### src/rtl/five_operand_accum_ctrl_pkg.sv
// Shared constants and FSM state type for the five-operand accumulator controller.
package five_operand_accum_ctrl_pkg;

   localparam int OP_W  = 4;
   localparam int N_OPS = 5;
   localparam int SUM_W = 6;
   localparam int ACC_W = 7;
   localparam int IDX_W = 3;

   typedef enum logic [1:0] {
      IDLE  = 2'd0,
      ACCUM = 2'd1,
      DONE  = 2'd2
   } state_t;

endpackage

### src/rtl/five_operand_accum_ctrl_sync_edge_detect.sv
// Two-flop synchronizer for an asynchronous level input, with a single-cycle
// pulse on the synchronized rising edge.
module sync_edge_detect (
   input  logic clk,
   input  logic rst_n,
   input  logic i_async,
   output logic o_rise
);

   logic r_meta;
   logic r_sync;
   logic r_prev;

   // Synchronizer chain plus the previous-sample register used for edge detection.
   always_ff @(posedge clk or negedge rst_n) begin
      if (!rst_n) begin
         r_meta <= 1'b0;
         r_sync <= 1'b0;
         r_prev <= 1'b0;
      end else begin
         r_meta <= i_async;
         r_sync <= r_meta;
         r_prev <= r_sync;
      end
   end

   assign o_rise = r_sync & ~r_prev;

endmodule

### src/rtl/five_operand_accum_ctrl.sv
// Five-operand accumulator controller: push buttons load operand slots, rc loads
// the last slot and starts a serial sum through one shared adder.
//
// state | meaning
// IDLE  | slots accept loads from pb1..pb4 / rc
// ACCUM | one slot added per cycle, index 0..N_OPS-1
// DONE  | sum/carry just updated, done pulse; slots clear on exit
module five_operand_accum_ctrl #(
   parameter int OP_W  = five_operand_accum_ctrl_pkg::OP_W,
   parameter int N_OPS = five_operand_accum_ctrl_pkg::N_OPS
) (
   input  logic            clk,
   input  logic            rst_n,
   input  logic            pb1,
   input  logic            pb2,
   input  logic            pb3,
   input  logic            pb4,
   input  logic            rc,
   input  logic [OP_W-1:0] in,
   output logic [5:0]      sum,
   output logic            carry,
   output logic            busy,
   output logic            done
);
   import five_operand_accum_ctrl_pkg::*;

   localparam logic [IDX_W-1:0] IDX_LAST = IDX_W'(N_OPS - 1);

   logic                  r_rst_meta;
   logic                  r_rst_sync;
   logic                  w_rst_n;
   logic [N_OPS-1:0]      w_btn;
   logic [N_OPS-1:0]      w_rise;
   logic [OP_W-1:0]       r_in_meta;
   logic [OP_W-1:0]       r_in_sync;
   logic [OP_W-1:0]       r_slot [N_OPS];
   logic [N_OPS-1:0]      r_loaded;
   state_t                r_state;
   state_t                w_state_nxt;
   logic [IDX_W-1:0]      r_idx;
   logic [ACC_W-1:0]      r_acc;
   logic [ACC_W-1:0]      w_addend;
   logic [ACC_W-1:0]      w_acc_nxt;
   logic                  w_start;
   logic [SUM_W-1:0]      r_sum;
   logic                  r_carry;

   // Reset asserts immediately but releases two clocks after rst_n rises.
   always_ff @(posedge clk or negedge rst_n) begin
      if (!rst_n) begin
         r_rst_meta <= 1'b0;
         r_rst_sync <= 1'b0;
      end else begin
         r_rst_meta <= 1'b1;
         r_rst_sync <= r_rst_meta;
      end
   end

   assign w_rst_n = r_rst_sync;

   // Bit N_OPS-1 is rc, which owns the last slot.
   assign w_btn = {rc, pb4, pb3, pb2, pb1};

   for (genvar g = 0; g < N_OPS; g++) begin : g_btn
      sync_edge_detect u_sync (
         .clk     (clk),
         .rst_n   (w_rst_n),
         .i_async (w_btn[g]),
         .o_rise  (w_rise[g])
      );
   end

   // Operand bus synchronizer, same latency as the button path so data lines up with the edge.
   always_ff @(posedge clk or negedge w_rst_n) begin
      if (!w_rst_n) begin
         r_in_meta <= '0;
         r_in_sync <= '0;
      end else begin
         r_in_meta <= in;
         r_in_sync <= r_in_meta;
      end
   end

   assign w_start = (r_state == IDLE) && w_rise[N_OPS-1];

   // Slot loads only in IDLE; everything is wiped as DONE hands back to IDLE.
   always_ff @(posedge clk or negedge w_rst_n) begin
      if (!w_rst_n) begin
         for (int k = 0; k < N_OPS; k++) r_slot[k] <= '0;
         r_loaded <= '0;
      end else if (r_state == DONE) begin
         for (int k = 0; k < N_OPS; k++) r_slot[k] <= '0;
         r_loaded <= '0;
      end else if (r_state == IDLE) begin
         for (int k = 0; k < N_OPS; k++) begin
            if (w_rise[k]) begin
               r_slot[k]   <= r_in_sync;
               r_loaded[k] <= 1'b1;
            end
         end
      end
   end

   // State register.
   always_ff @(posedge clk or negedge w_rst_n) begin
      if (!w_rst_n) r_state <= IDLE;
      else          r_state <= w_state_nxt;
   end

   // Next-state decode.
   always_comb begin
      w_state_nxt = r_state;
      case (r_state)
         IDLE:    if (w_start) w_state_nxt = ACCUM;
         ACCUM:   if (r_idx == IDX_LAST) w_state_nxt = DONE;
         DONE:    w_state_nxt = IDLE;
         default: w_state_nxt = IDLE;
      endcase
   end

   assign w_addend  = r_loaded[r_idx] ? ACC_W'(r_slot[r_idx]) : '0;
   assign w_acc_nxt = r_acc + w_addend;

   // Serial accumulation; result registers latch on the last add and hold until the next run.
   always_ff @(posedge clk or negedge w_rst_n) begin
      if (!w_rst_n) begin
         r_acc   <= '0;
         r_idx   <= '0;
         r_sum   <= '0;
         r_carry <= 1'b0;
      end else if (w_start) begin
         r_acc <= '0;
         r_idx <= '0;
      end else if (r_state == ACCUM) begin
         r_acc <= w_acc_nxt;
         if (r_idx == IDX_LAST) begin
            r_idx   <= '0;
            r_sum   <= w_acc_nxt[SUM_W-1:0];
            r_carry <= w_acc_nxt[ACC_W-1];
         end else begin
            r_idx <= r_idx + 1'b1;
         end
      end
   end

   assign sum   = r_sum;
   assign carry = r_carry;
   assign busy  = (r_state != IDLE);
   assign done  = (r_state == DONE);

endmodule

### config.mk
export PLATFORM = sky130hd
export DESIGN_NAME = five_operand_accum_ctrl
export DESIGN_NICKNAME = d
export VERILOG_FILES = /design/src/rtl/five_operand_accum_ctrl_pkg.sv /design/src/rtl/five_operand_accum_ctrl_sync_edge_detect.sv /design/src/rtl/five_operand_accum_ctrl.sv
export SDC_FILE = /design/constraint.sdc
export NUM_CORES = 1
export LEC_CHECK = 0
export CORE_AREA = 2 2 99 101
export DETAILED_ROUTE_END_ITERATION = 8
export DIE_AREA = 0 0 101 103
export GPL_TIMING_DRIVEN = 0
export PLACE_DENSITY_LB_ADDON = 0.3
export SYNTH_ARGS = -nofsm -noshare
export SYNTH_HDL_FRONTEND = slang
export SYNTH_SLANG_ARGS = --single-unit
### constraint.sdc
create_clock -name clk -period 2.6 [get_ports clk]
set_clock_uncertainty 0.1 [all_clocks]
set_input_delay 0.52 -clock clk [delete_from_list [all_inputs] [get_ports clk]]
set_output_delay 0.52 -clock clk [all_outputs]
set_load 0.02 [all_outputs]
# Word-level counts from Yosys, hierarchy flattened

Cells that the tools add are included.

Multiplexer cells: 28
Bitwise operators: 12
Magnitude comparators: 2
Reductions and logical operators: 17
Add/sub/neg operators: 2
Eq/ne operators: 5

Operator list:

| operator                                                    | count |
|---|---|
| 2-to-1 mux 20 bit                                           | 2 |
| 2-to-1 mux 4 bit                                            | 8 |
| nonzero test 2 bit                                          | 8 |
| 2-to-1 mux 7 bit                                            | 2 |
| binary-select mux 4 bit (select 3 bit)                      | 1 |
| AND reduction 2 bit                                         | 6 |
| 2-to-1 mux 5 bit                                            | 2 |
| 2-to-1 mux 3 bit                                            | 3 |
| adder 7 x 4 -> 7 bit                                        | 1 |
| 2-to-1 mux 1 bit                                            | 6 |
| inverter 1 bit                                              | 6 |
| bitwise AND 1 bit                                           | 5 |
| >= comparator 4 bit (second input constant)                 | 1 |
| less-than comparator 3 x 4 -> 1 bit (second input constant) | 1 |
| 2-to-1 mux 2 bit                                            | 2 |
| inequality test 2 bit (second input constant)               | 2 |
| inverter 3 -> 4 bit                                         | 1 |
| case mux 2 bit (2 select lines)                             | 1 |
| adder 3 x 1 -> 3 bit (second input constant)                | 1 |
| binary-select mux 1 bit (select 3 bit)                      | 1 |
| == test 3 bit (second input constant)                       | 1 |
| AND reduction 3 bit                                         | 1 |
| == test 2 x 1 -> 1 bit (second input constant)              | 1 |
| == test 2 bit (second input constant)                       | 1 |
| 2 further kinds                                             | 2 |

Word-level logic and storage cells: 100
Register bits: 69
Output and inout port bits: 9
Input port bits: 11

# Logic depth before layout (Yosys ltp)

Word-level depth: 8
Mapped depth: 13
Depth with buffers taken out: 11

# Cells and area by module

Synthesis repeated with hierarchy kept, for this count alone.

Cells, all modules: 233
Area, all modules: 2850.2 sq um

By module, submodules not included:

| module                  | instances | seq. area each (sq um) | cells each | area each (sq um) |
|---|---|---|---|---|
| five_operand_accum_ctrl | 1         | 1351.3                 | 213        | 2406.1 |
| sync_edge_detect        | 5         | 75.1                   | 4          | 88.8 |

# Worst setup path after synthesis

OpenSTA, ideal clock, no wires.

Path kind: flip-flop to flip-flop
Start: register r_idx[1]
End: register r_acc[6]
Stages on the path, launching flop included: 14
Arrival: 2.287 ns
Period minus slack after synthesis: 2.521 ns
Slack: 0.079 ns
Required time: 2.366 ns
Buffers on the path: 2
Library setup time: 0.134 ns
Cells stage by stage: dfrtp_1 buf_4 buf_4 mux2i_1 o21ai_0 nand2_1 a21oi_1 ha_1 inv_1 fa_1 nand2b_1 a211oi_2 nand2b_1 a31oi_1

Word-level cells in the longest chain between the ends: 8
Elaborated cells between the ends (all ways): 10
Those cells by class: add/sub (1); mux (8); bitwise (1)

Ends and longest elaborated chain:

| item                                                | RTL line                       | RTL |
|---|---|---|
| start, declared                                     | five_operand_accum_ctrl.sv:40  | `logic [IDX_W-1:0] r_idx;` |
| start signal, assigned                              | five_operand_accum_ctrl.sv:141 | `r_idx <= r_idx + 1'b1;` |
| inverter 3 -> 4 bit (not written as such)           | five_operand_accum_ctrl.sv:121 | `assign w_addend = r_loaded[r_idx] ? ACC_W'(r_slot[r_idx]) : '0;` |
| binary-select mux 4 bit (select 3 bit)              | five_operand_accum_ctrl.sv:121 |  |
| 2-to-1 mux 4 bit (not written as such) (2 in a row) | five_operand_accum_ctrl.sv:121 |  |
| 2-to-1 mux 4 bit (*)                                | five_operand_accum_ctrl.sv:121 |  |
| adder 7 x 4 -> 7 bit (*)                            | five_operand_accum_ctrl.sv:122 | `assign w_acc_nxt = r_acc + w_addend;` |
| 2-to-1 mux 7 bit (*)                                | five_operand_accum_ctrl.sv:134 | `end else if (r_state == ACCUM) begin` |
| 2-to-1 mux 7 bit (*)                                | five_operand_accum_ctrl.sv:131 | `end else if (w_start) begin` |
| end signal, assigned                                | five_operand_accum_ctrl.sv:135 | `r_acc <= w_acc_nxt;` |
| end, declared                                       | five_operand_accum_ctrl.sv:41  | `logic [ACC_W-1:0] r_acc;` |

Every way passes the cells marked *; elsewhere a longest branch is shown, timed or not. The select of a mux whose other input is x is not followed.
A chain may end at the register's enable or synchronous reset.

# Final worst setup path

Ends and elaborated chain as after synthesis.

==> out/qor.txt <==
Max VDD drop: 375 µV
Multi-input gate area: 1140 µm²
Required @ worst endpoint: 2.71 ns
HP Class: input pin to async pin
Type of origin of the critical path: flip-flop
Drt total wl: 5180 µm
F_max: 401 MHz
R2R cell count: 12
Iteration-0 DRC Markers: 127
Yosys top cell by area: dfrtp_1
Via density: 4.60
Flops & latches, synth: 69
Max Transition Viols Final: 0
Slowest cell on crit path: dfrtp_1
Die width: 101 µm
Slew headroom: 0.429
Vias in the first global route: 1817
Max-Cap Viols: 0
TritonCTS buffer count: 9
Starting density of the core: 0.308
PortBufs: 19
Antenna viol nets, final: 0
CTS Sinks: 69
Syn avg cell area: 11.9 µm²
Fin crit share: 0.958
Tmin final: 2.49 ns
First-pass GRT wire length: 9100 µm
Share of the synthesized area in the top cell type: 0.592
Top Ports: 20
Core area: 9460 µm²
Ys Warns: 0
Setup WS post-layout: 0.109 ns
Initial antenna violation count: 0
Largest net degree at the start of global routing: 68
# diodes: 0
Ratio of cells with drive above 1 in the final layout: 0.190
CTS tree: done
Crit path cell chain: buf_12 > mux2i_1 > o21ai_1 > nand2_1 > a21oi_2 > ha_2 > inv_2 > fa_2 > nand2b_4 > a211oi_4 > nand2b_1 > a31oi_1
Htree depth: 3
Max clock buf depth: 2
Nets: 293
WP data arrival: 2.60 ns
Synthesized Nets: 262
Pre-CTS WS: -0.244 ns
Final GP Congestion: 0.781
Final setup fails: 0
Tot Pwr: 0.00422 W
Worst setup EP type: flip-flop
Pwr dens: 1200 nW/µm²
Root buffer cell: clkbuf_8
Lkg Pwr: 1.54 nW
DP Wirelength: 3570 µm
Maximum fanout along the worst path: 14
Clock-pin slew on the worst setup and hold paths: 0.07 ns
Unrepaired setup endpoints after global routing: yes
Die height: 103 µm
Sequential area share after synthesis: 0.592
Final instance area: 3510 µm²
Worst Max-Slew Pin Slew: 0.856 ns
Synth Cell Area: 2920 µm²
DR pass1 iterations: 4
EDFF count, synth: 0
Slowest stage delay, CP: 0.41 ns
Unique masters post-synth: 41
Fillers: 946
Asr flop ratio synth: 1.00
Grt ovf: 0
Final Hold Fails: 0
Synthesis-to-layout area growth: 20.4%
Row Count: 36
Synthesized instance count: 244
Die ar.: 10400 µm²
WS Path Type: flip-flop to flip-flop
Sequential Area: 1730 µm²
Dominant synthesized flop cell: dfrtp_1
Clk_lat worst skew: 0.34 ns
Outcome: finished clean
Main area contributors after synthesis: dfrtp_1 59%, mux2i_1 7.6%, nor2_1 4.2%, ha_1 2.6%, nor3b_4 2.6%
DRC errors left: 0
Cts-stage hold buffer count: 0
Total GRT Usage: 0.114
Placed Area: 3250 µm²
Vias post-DR: 1809
Drt wl/cell: 13.2 µm
-- power by group --
group	switching, W	internal [W]	leakage [nW]
logic	0.000931	0.000823	0.620
registers	0.000224	0.00140	0.823
clock network	0.000400	0.000437	0.0950
-- cells by family after synthesis --
group	count (synthesis)	share of synthesized area
xor+xnor	5	0.0150
other cells	1	0.00129
simple gates	74	0.133
flops	69	0.592
fa+ha+maj	7	0.0326
mux	28	0.100
buf+inv	15	0.0266
compound gates	45	0.0987
-- placed cells by master, fill, tap and decap left out, types with 2 or more instances in the layout --
cell	n
dfrtp_1	66
nor2_1	32
mux2i_1	22
nand2_1	19
clkdlybuf4s50_1	18
o21ai_0	9
clkbuf_8	9
o21ai_1	8
a21oi_1	6
nand3b_1	5
mux2_2	5
a22o_1	5
ha_1	5
inv_1	4
buf_2	4
nor3b_4	4
nand2b_1	3
a31oi_1	3
nand3_1	3
xnor2_1	3
inv_2	2
o21ai_2	2
buf_6	2
a21oi_2	2
o21bai_1	2
o22ai_1	2
xor2_1	2
clkinv_2	2
clkinv_4	2
dfrtp_2	2
buf_4	2
-- cells in the mapped netlist, types with 5 or more instances --
library cell,n
dfrtp_1,69
nor2_1,33
mux2i_1,22
nand2_1,19
o21ai_0,12
a21oi_1,8
ha_1,6
o21ai_1,6
a22o_1,5
buf_2,5
inv_1,5
mux2_2,5
nand3b_1,5
-- final cells by class --
| class | instances | share of cell area |
|---|---|---|
| multi-input combinational | 160 | 0.326 |
| inverter | 6 | 0.00642 |
| clock inverter | 6 | 0.0185 |
| timing repair buffer | 21 | 0.0592 |
| clock buffer | 9 | 0.0353 |
| sequential | 69 | 0.494 |
| tap | 114 | 0.0406 |
| buffer | 8 | 0.0200 |
-- layer usage --
layer / vias up / track usage / wire [µm]
met5: - / 0 / 0
met4: 0 / 0.0717 / 159
met3: 14 / 0.0244 / 132
met2: 28 / 0.161 / 2270
met1: 875 / 0.159 / 2630
li1: 892 / - / -
-- flip-flops by register name, summed over array words and instances (netlist names), 2 cells and up --
register	flops
g_btn.u_sync.r_meta	5
g_btn.u_sync.r_prev	5
g_btn.u_sync.r_sync	5
r_acc	7
r_idx	3
r_in_meta	4
r_in_sync	4
r_loaded	5
r_slot	20
r_state	2
sum	6
-- worst paths after layout --
check / from / to / slack, ns
worst max-delay path: r_idx[1]$_DFFE_PN0P_ / r_acc[6]$_DFFE_PN0P_ / 0.11
worst min register to register: g_btn[3].u_sync.r_meta$_DFF_PN0_ / g_btn[3].u_sync.r_sync$_DFF_PN0_ / 0.25
worst max register to register: r_idx[1]$_DFFE_PN0P_ / r_acc[6]$_DFFE_PN0P_ / 0.11
worst min-delay path: rst_n / r_rst_sync$_DFF_PN0_ / 0.23
min in group clk: g_btn[3].u_sync.r_meta$_DFF_PN0_ / g_btn[3].u_sync.r_sync$_DFF_PN0_ / 0.25
max in group asynchronous: r_rst_sync$_DFF_PN0_ / r_state[1]$_DFFE_PN0P_ / 1.46
-- critical path: cells and delay by family (launching register included) --
kind / cells / cell delay [ns]
buffers and inverters: 2 / 0.20
AO/OA/AOI/OAI: 4 / 0.60
multiplexers: 1 / 0.12
adder cells (fa/ha/maj): 2 / 0.55
flip-flops: 1 / 0.41
AND/OR/NAND/NOR: 3 / 0.38
-- through the flow --
stage / setup TNS [ns] / utilization / std cells / hold WS (ns)
after floorplan: 0 / - / 244 / 0.124
after global placement: -25.45 / 0.343 / 377 / 0.231
after detailed placement: -0.886 / 0.344 / 377 / 0.236
after CTS: 0 / 0.366 / 391 / 0.224
after global routing: -0.0275 / 0.371 / 393 / 0.223
final: 0 / 0.371 / 393 / 0.234
-- timing repair --
item,in CTS,in global routing
resized for setup,8,15
endpoints found under the setup margin,4,9
pin swaps,3,2
setup buffers,0,2
hold endpoints to repair,0,0
No activity file was read; power rests on OpenSTA's default activity.
